### src/rtl/muldiv_pkg.sv
// Shared opcode encodings, FSM state type and signedness helpers for the
// iterative RV32M multiply/divide sequencer.
package muldiv_pkg;

  localparam logic [2:0] F3_MUL    = 3'b000;
  localparam logic [2:0] F3_MULH   = 3'b001;
  localparam logic [2:0] F3_MULHSU = 3'b010;
  localparam logic [2:0] F3_MULHU  = 3'b011;
  localparam logic [2:0] F3_DIV    = 3'b100;
  localparam logic [2:0] F3_DIVU   = 3'b101;
  localparam logic [2:0] F3_REM    = 3'b110;
  localparam logic [2:0] F3_REMU   = 3'b111;

  typedef enum logic [1:0] {
    ST_IDLE = 2'b00,
    ST_CALC = 2'b01,
    ST_FIX  = 2'b10,
    ST_DONE = 2'b11
  } state_t;

  function automatic logic sign_a(input logic [2:0] f3);
    return (f3 != F3_MULHU) && (f3 != F3_DIVU) && (f3 != F3_REMU);
  endfunction

  function automatic logic sign_b(input logic [2:0] f3);
    return (f3 == F3_MUL) || (f3 == F3_MULH) || (f3 == F3_DIV) || (f3 == F3_REM);
  endfunction

endpackage

### src/rtl/muldiv_addsub.sv
// Shared (XLEN+1)-bit adder/subtractor: multiply accumulate, divide trial
// subtract and final two's-complement negation. Carry-out means "no borrow" on sub.
module muldiv_addsub #(
  parameter int W = 33
) (
  input  logic [W-1:0] a,
  input  logic [W-1:0] b,
  input  logic         sub,
  output logic [W-1:0] sum,
  output logic         cout
);

  assign {cout, sum} = {1'b0, a} + {1'b0, b ^ {W{sub}}} + {{W{1'b0}}, sub};

endmodule

### src/rtl/muldiv_sequencer.sv
// Multi-cycle RV32M multiply/divide unit: magnitude shift-add multiply and
// restoring divide over XLEN cycles, with a sign fix-up step and Busy/Done handshake.
module muldiv_sequencer
  import muldiv_pkg::*;
#(
  parameter int XLEN = 32
) (
  input  logic            clk,
  input  logic            reset,
  input  logic            Start,
  input  logic [2:0]      Funct3,
  input  logic [XLEN-1:0] SrcA,
  input  logic [XLEN-1:0] SrcB,
  input  logic            Flush,
  output logic            Busy,
  output logic            Done,
  output logic [XLEN-1:0] Result
);

  localparam int              CW     = $clog2(XLEN);
  localparam logic [CW-1:0]   LAST_C = CW'(XLEN - 1);
  localparam logic [CW-1:0]   CONE_C = {{(CW-1){1'b0}}, 1'b1};
  localparam logic [XLEN-1:0] ZERO_C = {XLEN{1'b0}};
  localparam logic [XLEN-1:0] ONES_C = {XLEN{1'b1}};
  localparam logic [XLEN-1:0] ONE_C  = {{(XLEN-1){1'b0}}, 1'b1};
  localparam logic [XLEN-1:0] MIN_C  = {1'b1, {(XLEN-1){1'b0}}};

  state_t            state_r;
  logic [XLEN-1:0]   hi_r, lo_r, a_mag_r, b_mag_r;
  logic [2:0]        op_r;
  logic              neg_r;
  logic [CW-1:0]     count_r;

  logic              a_neg_s, b_neg_s, neg_s, div_zero_s, ovf_s, fast_s;
  logic [XLEN-1:0]   abs_a_s, abs_b_s, fast_res_s, fix_sel_s, fix_res_s;
  logic              use_lo_s;
  logic [XLEN:0]     add_a_s, add_b_s, add_sum_s;
  logic              add_sub_s, add_cout_s;

  muldiv_addsub #(.W(XLEN + 1)) u_addsub (
    .a    (add_a_s),
    .b    (add_b_s),
    .sub  (add_sub_s),
    .sum  (add_sum_s),
    .cout (add_cout_s)
  );

  // Operand magnitudes, result sign and fast-path decode for an incoming Start
  always_comb begin
    a_neg_s    = sign_a(Funct3) & SrcA[XLEN-1];
    b_neg_s    = sign_b(Funct3) & SrcB[XLEN-1];
    abs_a_s    = a_neg_s ? (~SrcA + ONE_C) : SrcA;
    abs_b_s    = b_neg_s ? (~SrcB + ONE_C) : SrcB;
    // Remainder follows the dividend; everything else follows the operand sign mix
    neg_s      = (Funct3[2] & Funct3[1]) ? a_neg_s : (a_neg_s ^ b_neg_s);
    div_zero_s = Funct3[2] & (SrcB == ZERO_C);
    ovf_s      = Funct3[2] & ~Funct3[0] & (SrcA == MIN_C) & (SrcB == ONES_C);
    fast_s     = div_zero_s | ovf_s;
    if (div_zero_s) begin
      fast_res_s = Funct3[1] ? SrcA : ONES_C;
    end else if (ovf_s) begin
      fast_res_s = Funct3[1] ? ZERO_C : MIN_C;
    end else begin
      fast_res_s = ZERO_C;
    end
  end

  // Adder operand steering: accumulate, trial subtract, or negate in FIX
  always_comb begin
    add_a_s   = {(XLEN+1){1'b0}};
    add_b_s   = {(XLEN+1){1'b0}};
    add_sub_s = 1'b0;
    case (state_r)
      ST_FIX: begin
        add_b_s   = {1'b0, fix_sel_s};
        add_sub_s = 1'b1;
      end
      default: begin
        if (!op_r[2]) begin
          add_a_s = {1'b0, hi_r};
          add_b_s = lo_r[0] ? {1'b0, a_mag_r} : {(XLEN+1){1'b0}};
        end else begin
          add_a_s   = {hi_r, lo_r[XLEN-1]};
          add_b_s   = {1'b0, b_mag_r};
          add_sub_s = 1'b1;
        end
      end
    endcase
  end

  // Sign correction: the high half of a negated product only borrows when the low half is zero
  always_comb begin
    use_lo_s  = (op_r == F3_MUL) | (op_r[2] & ~op_r[1]);
    fix_sel_s = use_lo_s ? lo_r : hi_r;
    if (!neg_r) begin
      fix_res_s = fix_sel_s;
    end else if (op_r[2] | use_lo_s | (lo_r == ZERO_C)) begin
      fix_res_s = add_sum_s[XLEN-1:0];
    end else begin
      fix_res_s = ~hi_r;
    end
  end

  // Sequencer FSM with operand/accumulator registers and registered handshake outputs
  always_ff @(posedge clk or posedge reset) begin
    if (reset) begin
      state_r <= ST_IDLE;
      hi_r    <= ZERO_C;
      lo_r    <= ZERO_C;
      a_mag_r <= ZERO_C;
      b_mag_r <= ZERO_C;
      op_r    <= 3'b000;
      neg_r   <= 1'b0;
      count_r <= {CW{1'b0}};
      Busy    <= 1'b0;
      Done    <= 1'b0;
      Result  <= ZERO_C;
    end else begin
      case (state_r)
        ST_IDLE: begin
          Done <= 1'b0;
          if (Start && !Flush) begin
            op_r    <= Funct3;
            a_mag_r <= abs_a_s;
            b_mag_r <= abs_b_s;
            neg_r   <= neg_s;
            count_r <= {CW{1'b0}};
            hi_r    <= ZERO_C;
            lo_r    <= Funct3[2] ? abs_a_s : abs_b_s;
            if (fast_s) begin
              Result  <= fast_res_s;
              Done    <= 1'b1;
              state_r <= ST_DONE;
            end else begin
              Busy    <= 1'b1;
              state_r <= ST_CALC;
            end
          end
        end
        ST_CALC: begin
          if (Flush) begin
            Busy    <= 1'b0;
            state_r <= ST_IDLE;
          end else begin
            if (!op_r[2]) begin
              hi_r <= add_sum_s[XLEN:1];
              lo_r <= {add_sum_s[0], lo_r[XLEN-1:1]};
            end else if (add_cout_s) begin
              hi_r <= add_sum_s[XLEN-1:0];
              lo_r <= {lo_r[XLEN-2:0], 1'b1};
            end else begin
              hi_r <= {hi_r[XLEN-2:0], lo_r[XLEN-1]};
              lo_r <= {lo_r[XLEN-2:0], 1'b0};
            end
            count_r <= count_r + CONE_C;
            if (count_r == LAST_C) begin
              state_r <= ST_FIX;
            end
          end
        end
        ST_FIX: begin
          Busy <= 1'b0;
          if (Flush) begin
            state_r <= ST_IDLE;
          end else begin
            Result  <= fix_res_s;
            Done    <= 1'b1;
            state_r <= ST_DONE;
          end
        end
        ST_DONE: begin
          Done    <= 1'b0;
          state_r <= ST_IDLE;
        end
        default: begin
          Busy    <= 1'b0;
          Done    <= 1'b0;
          state_r <= ST_IDLE;
        end
      endcase
    end
  end

endmodule

### config.mk
export PLATFORM = sky130hd
export DESIGN_NAME = muldiv_sequencer
export DESIGN_NICKNAME = d
export VERILOG_FILES = /design/src/rtl/muldiv_pkg.sv /design/src/rtl/muldiv_addsub.sv /design/src/rtl/muldiv_sequencer.sv
export SDC_FILE = /design/constraint.sdc
export NUM_CORES = 1
export LEC_CHECK = 0
export ABC_CLOCK_PERIOD_IN_PS = 5500
export BUFFER_PORTS_ARGS = -buffer_cell sky130_fd_sc_hd__buf_2
export CORE_MARGIN = 8
export CORE_UTILIZATION = 40
export DETAILED_ROUTE_END_ITERATION = 8
export HOLD_SLACK_MARGIN = 0.03
export PLACE_DENSITY = 0.67
export SLEW_MARGIN = 20
export SYNTH_ARGS = -nofsm -noshare
export SYNTH_HDL_FRONTEND = slang
export SYNTH_SLANG_ARGS = --single-unit
export TNS_END_PERCENT = 50
### constraint.sdc
create_clock -name clk -period 5.5 [get_ports clk]
set_input_delay 0.275 -clock clk [delete_from_list [all_inputs] [get_ports clk]]
set_output_delay 0.275 -clock clk [all_outputs]
set_load 0.02 [all_outputs]
After elaboration in Yosys (flattened, before gate mapping)
Index checks and enable logic that the tools add are counted.
W data, S select, Z words.
{"block": "word_totals", "reg_bits": 173, "latchBits": 0, "mem_bits_rw": 0, "romBits": 0, "n_memories": 0}
{"block": "classes", "n_addsub": 5, "n_mul": 0, "n_div": 0, "n_lt_le_gt_ge": 0, "n_eq_ne": 19, "shifts": 0, "mux": 49, "bitwise": 19, "n_reduce_logical": 22}
{"op": "$mux W32", "n": 23}
{"op": "$pmux W32 S2", "n": 3}
{"op": "$not A32 Y32", "n": 3}
{"op": "$mux W33", "n": 2}
{"op": "$add A32 B1 Y32 const B", "n": 2}
{"op": "$eq A32 B32 Y1 const B", "n": 2}
{"op": "$logic_not A32 Y1", "n": 2}
{"op": "$add A33 B33 Y34", "n": 1}
{"op": "$add A34 B1 Y34", "n": 1}
{"op": "$xor A32 B33 Y33", "n": 1}
{"op": "$ne A2 B2 Y1 const B", "n": 6}
{"op": "$mux W1", "n": 10}
{"op": "$mux W2", "n": 5}
{"op": "$mux W5", "n": 2}
{"op": "$pmux W5 S2", "n": 1}
{"op": "$ne A3 B3 Y1 const B", "n": 3}
{"op": "$and A1 B1 Y1", "n": 8}
{"op": "$pmux W2 S4", "n": 1}
{"op": "$reduce_and A4 Y1", "n": 2}
{"op": "$eq A3 B3 Y1 const B", "n": 2}
{"op": "$logic_not A3 Y1", "n": 2}
{"op": "$pmux W1 S3", "n": 2}
{"op": "$reduce_and A2 Y1", "n": 3}
{"op": "$reduce_bool A3 Y1", "n": 2}
{"op": "other kinds (15)", "n": 25}

Depth between registers and ports, before layout
{"block": "logic_depth", "depth_word": 12, "ltp_mapped": 21, "depth_no_buf": 16}

By module
A second synthesis with hierarchy kept.
{"block": "hier_totals", "hier_cells": 1699, "area_unflattened_um2": 14417.6}
{"mod": "muldiv_sequencer", "instances": 1, "cells_per_inst": 1421, "area_per_inst_um2": 12375.6, "seq_area_each_um2": 4329.2}
{"mod": "muldiv_addsub", "instances": 1, "cells_per_inst": 278, "area_per_inst_um2": 2042.0, "seq_area_each_um2": 0.0}

Least setup slack after synthesis
OpenSTA, ideal clock, no wires.
{"block": "synth_timing", "path_kind": "reg2reg", "start": "register op_r[2]", "end": "register hi_r[28]", "setup_ns": 0.126, "arrival_time_ns": 4.243, "required_time_ns": 5.374, "slack_ns": 1.131, "stages_incl_launch_ff": 17, "n_path_buf": 4, "cell_sequence": "dfrtp_1 -> buf_6 -> clkbuf_1 -> clkbuf_1 -> buf_1 -> mux2i_1 -> nor2_1 -> ha_1 -> o21ai_1 -> a21oi_1 -> o21a_1 -> o31ai_2 -> o221ai_1 -> o21ai_2 -> o21ai_0 -> xor2_1 -> a221o_1"}
{"block": "synth_via", "elab_chain_cells": 11, "word_cells_on_any_way": 17, "classes_between": "add/sub: 2; mux: 11; bitwise: 3; reduce/logical: 1"}
{"item": "start, declared", "line_no": "muldiv_sequencer.sv:30", "source": "logic [2:0] op_r;"}
{"item": "start signal, assigned", "line_no": "muldiv_sequencer.sv:123", "source": "op_r <= Funct3;"}
{"item": "$logic_not A3 Y1 or $and A1 B1 Y1 (tied branches)", "line_no": "muldiv_sequencer.sv:93", "source": "use_lo_s = (op_r == F3_MUL) | (op_r[2] & ~op_r[1]);"}
{"item": "$or A1 B1 Y1", "line_no": "muldiv_sequencer.sv:93"}
{"item": "$mux W32", "line_no": "muldiv_sequencer.sv:94", "source": "fix_sel_s = use_lo_s ? lo_r : hi_r;"}
{"item": "$mux W32", "line_no": "muldiv_sequencer.sv:73", "source": "case (state_r)"}
{"item": "$xor A32 B33 Y33", "line_no": "muldiv_addsub.sv:13", "source": "assign {cout, sum} = {1'b0, a} + {1'b0, b ^ {W{sub}}} + {{W{1'b0}}, sub};"}
{"item": "$add A33 B33 Y34", "line_no": "muldiv_addsub.sv:13"}
{"item": "$add A34 B1 Y34", "line_no": "muldiv_addsub.sv:13"}
{"item": "$mux W32", "line_no": "muldiv_sequencer.sv:148", "source": "end else if (add_cout_s) begin"}
{"item": "$mux W32 *", "line_no": "muldiv_sequencer.sv:145", "source": "if (!op_r[2]) begin"}
{"item": "$mux W32 *", "line_no": "muldiv_sequencer.sv:141", "source": "if (Flush) begin"}
{"item": "$pmux W32 S2 *", "line_no": "muldiv_sequencer.sv:119", "source": "case (state_r)"}
{"item": "end signal, assigned", "line_no": "muldiv_sequencer.sv:146", "source": "hi_r <= add_sum_s[XLEN:1];"}
{"item": "end signal, assigned", "line_no": "muldiv_sequencer.sv:149", "source": "hi_r <= add_sum_s[XLEN-1:0];"}
{"item": "end signal, assigned", "line_no": "muldiv_sequencer.sv:152", "source": "hi_r <= {hi_r[XLEN-2:0], lo_r[XLEN-1]};"}
{"item": "end, declared", "line_no": "muldiv_sequencer.sv:29", "source": "logic [XLEN-1:0] hi_r, lo_r, a_mag_r, b_mag_r;"}
Every way passes the cells marked *; elsewhere a longest branch is shown, timed or not. The select of a mux whose other input is x is not followed.
A chain may end at the register's enable or synchronous reset.

Worst setup path in the final report
{"block": "layout_timing", "start": "register state_r[0]", "end": "register hi_r[28]"}
{"block": "layout_via", "elab_chain_cells": 9, "word_cells_on_any_way": 17, "classes_between": "add/sub: 2; eq/ne: 4; mux: 7; bitwise: 1; reduce/logical: 3"}
{"item": "start, declared", "line_no": "muldiv_sequencer.sv:28", "source": "state_t state_r;"}
{"item": "start signal, assigned", "line_no": "muldiv_sequencer.sv:107", "source": "state_r <= ST_IDLE;"}
{"item": "start signal, assigned", "line_no": "muldiv_sequencer.sv:133", "source": "state_r <= ST_DONE;"}
{"item": "start signal, assigned", "line_no": "muldiv_sequencer.sv:136", "source": "state_r <= ST_CALC;"}
{"item": "$eq A2 B2 Y1", "line_no": "muldiv_sequencer.sv:73"}
{"item": "$mux W32 or $mux W1 (tied branches)", "line_no": "muldiv_sequencer.sv:73"}
{"item": "$xor A32 B33 Y33", "line_no": "muldiv_addsub.sv:13"}
{"item": "$add A33 B33 Y34", "line_no": "muldiv_addsub.sv:13"}
{"item": "$add A34 B1 Y34", "line_no": "muldiv_addsub.sv:13"}
{"item": "$mux W32", "line_no": "muldiv_sequencer.sv:148"}
{"item": "$mux W32", "line_no": "muldiv_sequencer.sv:145"}
{"item": "$mux W32", "line_no": "muldiv_sequencer.sv:141"}
{"item": "$pmux W32 S2", "line_no": "muldiv_sequencer.sv:119"}
Parallel ways exist; a longest one is shown, timed or not. The select of a mux whose other input is x is not followed.

==> qor.yml <==
floorplan:
  fp.coreArea_um2: 34300
  num_rows: 68
  die_y_um: 202
  initial_core_util: 0.403
  ioPinCount: 105
  die-area_um2: 40700
  die_x_um: 202
clock_tree:
  cts_tree: "done"
  cts_hold_buf: 1
  cts_made_buffers: 17
  clock_path_buffers: 2
  clock_latency_ns: 0.45
  htreeDepth: 4
  cts_root_buf: "clkbuf_16"
  postCtsResizedCells: 0
  clk_pin_slew_ns: 0.07
  cts_setup_buffers: 0
  cts.sinks: 173
detailed_routing:
  first_iter_violations: 1369
  routed_wl_mm: 49.4
  ant_nets: 0
  drc_errors: 0
  vias_per_cell: 6.14
  drt_first_pass_iters: 5
  post_drt_wl_per_cell_um: 22.0
  num_vias: 13754
timing:
  fin_tns_setup_ns: 0
  finalCritPeriodShare: 0.842
  drv_slew: 0
  finClkSkew_ns: 0.00996
  tightest_slew_ns: 1.09
  slew_headroom: 0.269
  fin_crit_ns: 4.63
  hold_violations: 0
  rsz0062_at_grt: "no"
  final-setup-viol-count: 0
  clock.fmax_mhz: 216
global_route:
  grt.overflow.total: 0
  grt_max_degree: 121
  grt_first_pass_wirelength_mm: 76.5
  track_usage: 0.234
  gr-usage-met2: 0.355
  grt.busiest_layer: "met2"
  globalRouteMet3Util: 0.0503
  grt_pass1_vias: 13139
  antenna_found_initial: 0
  grtUsageMet1: 0.321
logic_synthesis:
  avgSynthCellArea_um2: 7.96
  synth_top_area_cell: "dfrtp_1"
  synthCells: 1735
  synth_area_leaders: "dfrtp_1 31%, mux2i_1 7.6%, o21ai_0 7.4%, nand2_1 6.0%, a21oi_1 5.1%"
  synth_top_flop_cell: "dfrtp_1"
  muxShareOfSynthArea: 0.105
  synth_edf_count: 0
  synthXorXnorAreaFrac: 0.0558
  synthSimpleGateAreaFrac: 0.183
  synth_top_family_by_area: "compound AO/OA/AOI/OAI gates"
  synth_compound_area_frac: 0.258
  synth_nets: 1849
  yosysTopAreaCellShare: 0.313
  seq_area_frac_synth: 0.313
  synth_most_common_cell: "nand2_1"
  syn_area_um2: 13800
  yosys-top-cells-count: "221 x nand2_1, 204 x o21ai_0, 186 x nor2_1"
  async_flop_share: 1.00
  yosys.area_share.adder: 0.0395
  synth-seq-cells: 173
  ys_types: 87
  ys_warn_count: 0
critical_path:
  start_kind: "register"
  cp-end-kind: "register"
  cp_data_required_time_ns: 5.83
  critPathArrivalTime_ns: 4.96
  crit_fanout: 35
  path_class: "reg -> reg"
placed_design:
  place_congestion: 0.946
  hpwlAfterDp_mm: 36.6
  port_buffers: 104
outcome:
  status: "completed"
worst_hold_path:
  hold_class: "in -> reg"
flow_run:
  drv_cap: 0
finish:
  final_util: 0.449
  drive_gt1_frac: 0.129
  area_growth_pct: 11.3
  final_nets: 1886
power:
  p_leak_nw: 6.64
  p_per_area_nw_per_um2: 664
  vdd_drop_max_mv: 0.259
[final timing paths]
check	end	slack, ns	depth (start not counted)	start
worst min-delay path	op_r[0]	0.11	3	Funct3[0]
max in group asynchronous	hi_r[3]	3.88	4	reset
worst max register to register	hi_r[28]	0.87	16	state_r[0]
worst min register to register	Result[1]	0.48	1	Result[1]
min in group asynchronous	b_mag_r[25]	0.46	3	reset
worst max-delay path	hi_r[28]	0.87	16	state_r[0]
[worst max-delay path: stages, from the launching register on]
cell and delay [ns]:
dfrtp_1 0.41, inv_1 0.18, ha_4 0.44, nand2_1 0.08, or3_1 0.39, a31oi_4 0.36, fa_1 0.28, nand2b_1 0.14
a21oi_1 0.09, o21a_1 0.22, o31ai_2 0.43, o221ai_1 0.22, buf_4 0.20, o21ai_2 0.27, o21ai_0 0.17, xor2_1 0.21
a221o_1 0.39
[layer usage]
layer	vias to the layer above	wire length, um	part of all wire
met2	669	21600	0.44
met3	91	4440	0.090
met1	6636	21500	0.44
met4	0	1730	0.035
li1	6358	-	-
met5	-	0	0
[kinds of logic after synthesis]
logic type      Yosys count
compound gates          572
simple gates            561
flops                   173
buf+inv                 157
mux                     141
xor+xnor                 88
fa+ha+maj                43
[area by class of cell]
cell class                 count  area, um^2
clock buffer                  24         482
tap                          455         569
fill                        3415       18900
sequential                   173        4330
antenna                        1        2.50
multi-input combinational   1405        8920
clock inverter                 8         130
inverter                      42         163
timing repair buffer         133         778
[cells in the final DEF (no fill, tap or decap), types with 9 or more instances in the layout]
cell / count
o21bai_1: 14
a21o_1: 17
nor2_1: 184
o211ai_1: 16
o31ai_1: 14
buf_2: 104
a221oi_1: 12
xor2_1: 39
ha_1: 41
a211oi_1: 24
o221ai_1: 18
nand2_1: 221
nand3_1: 19
nor3_1: 27
a21oi_1: 141
mux2i_1: 105
or3_1: 11
xnor2_1: 49
a31oi_1: 15
inv_1: 38
o21ai_1: 9
dfrtp_1: 172
clkbuf_16: 17
nand4_1: 20
o21ai_0: 204
nor4_1: 17
buf_4: 25
a22oi_1: 17
mux2_2: 36
a2bb2oi_1: 17
[metrics by stage]
stage | setup slack [ns] | instance area [um^2] | instances | hold WS, ns | total power, mW
3_5_place_dp | 0.963 | 14800 | 2207 | 0.380 | 8.74
4_1_cts | 0.941 | 15400 | 2240 | 0.114 | 10.1
6_report | 0.871 | 15400 | 2241 | 0.112 | 10.2
5_1_grt | 0.634 | 15400 | 2240 | 0.106 | 10.9
2_1_floorplan | 0.537 | 13800 | 1735 | 0.380 | 6.85
3_3_place_gp | 1.06 | 14800 | 2207 | 0.373 | 8.64
[sequential cells by signal (all words and copies together), names as in the netlist]
signal / count
Result: 32
a_mag_r: 32
b_mag_r: 32
hi_r: 32
lo_r: 32
count_r: 5
op_r: 3
state_r: 2
Busy: 1
Done: 1
neg_r: 1
[power breakdown]
group | total (mW) | internal, mW | switching, mW
clock | 1.30 | 0.755 | 0.546
combinational | 6.43 | 2.36 | 4.07
sequential | 2.48 | 1.84 | 0.636
total | 10.2 | 4.96 | 5.25
Note: power is estimated with default switching activity, not from simulation.
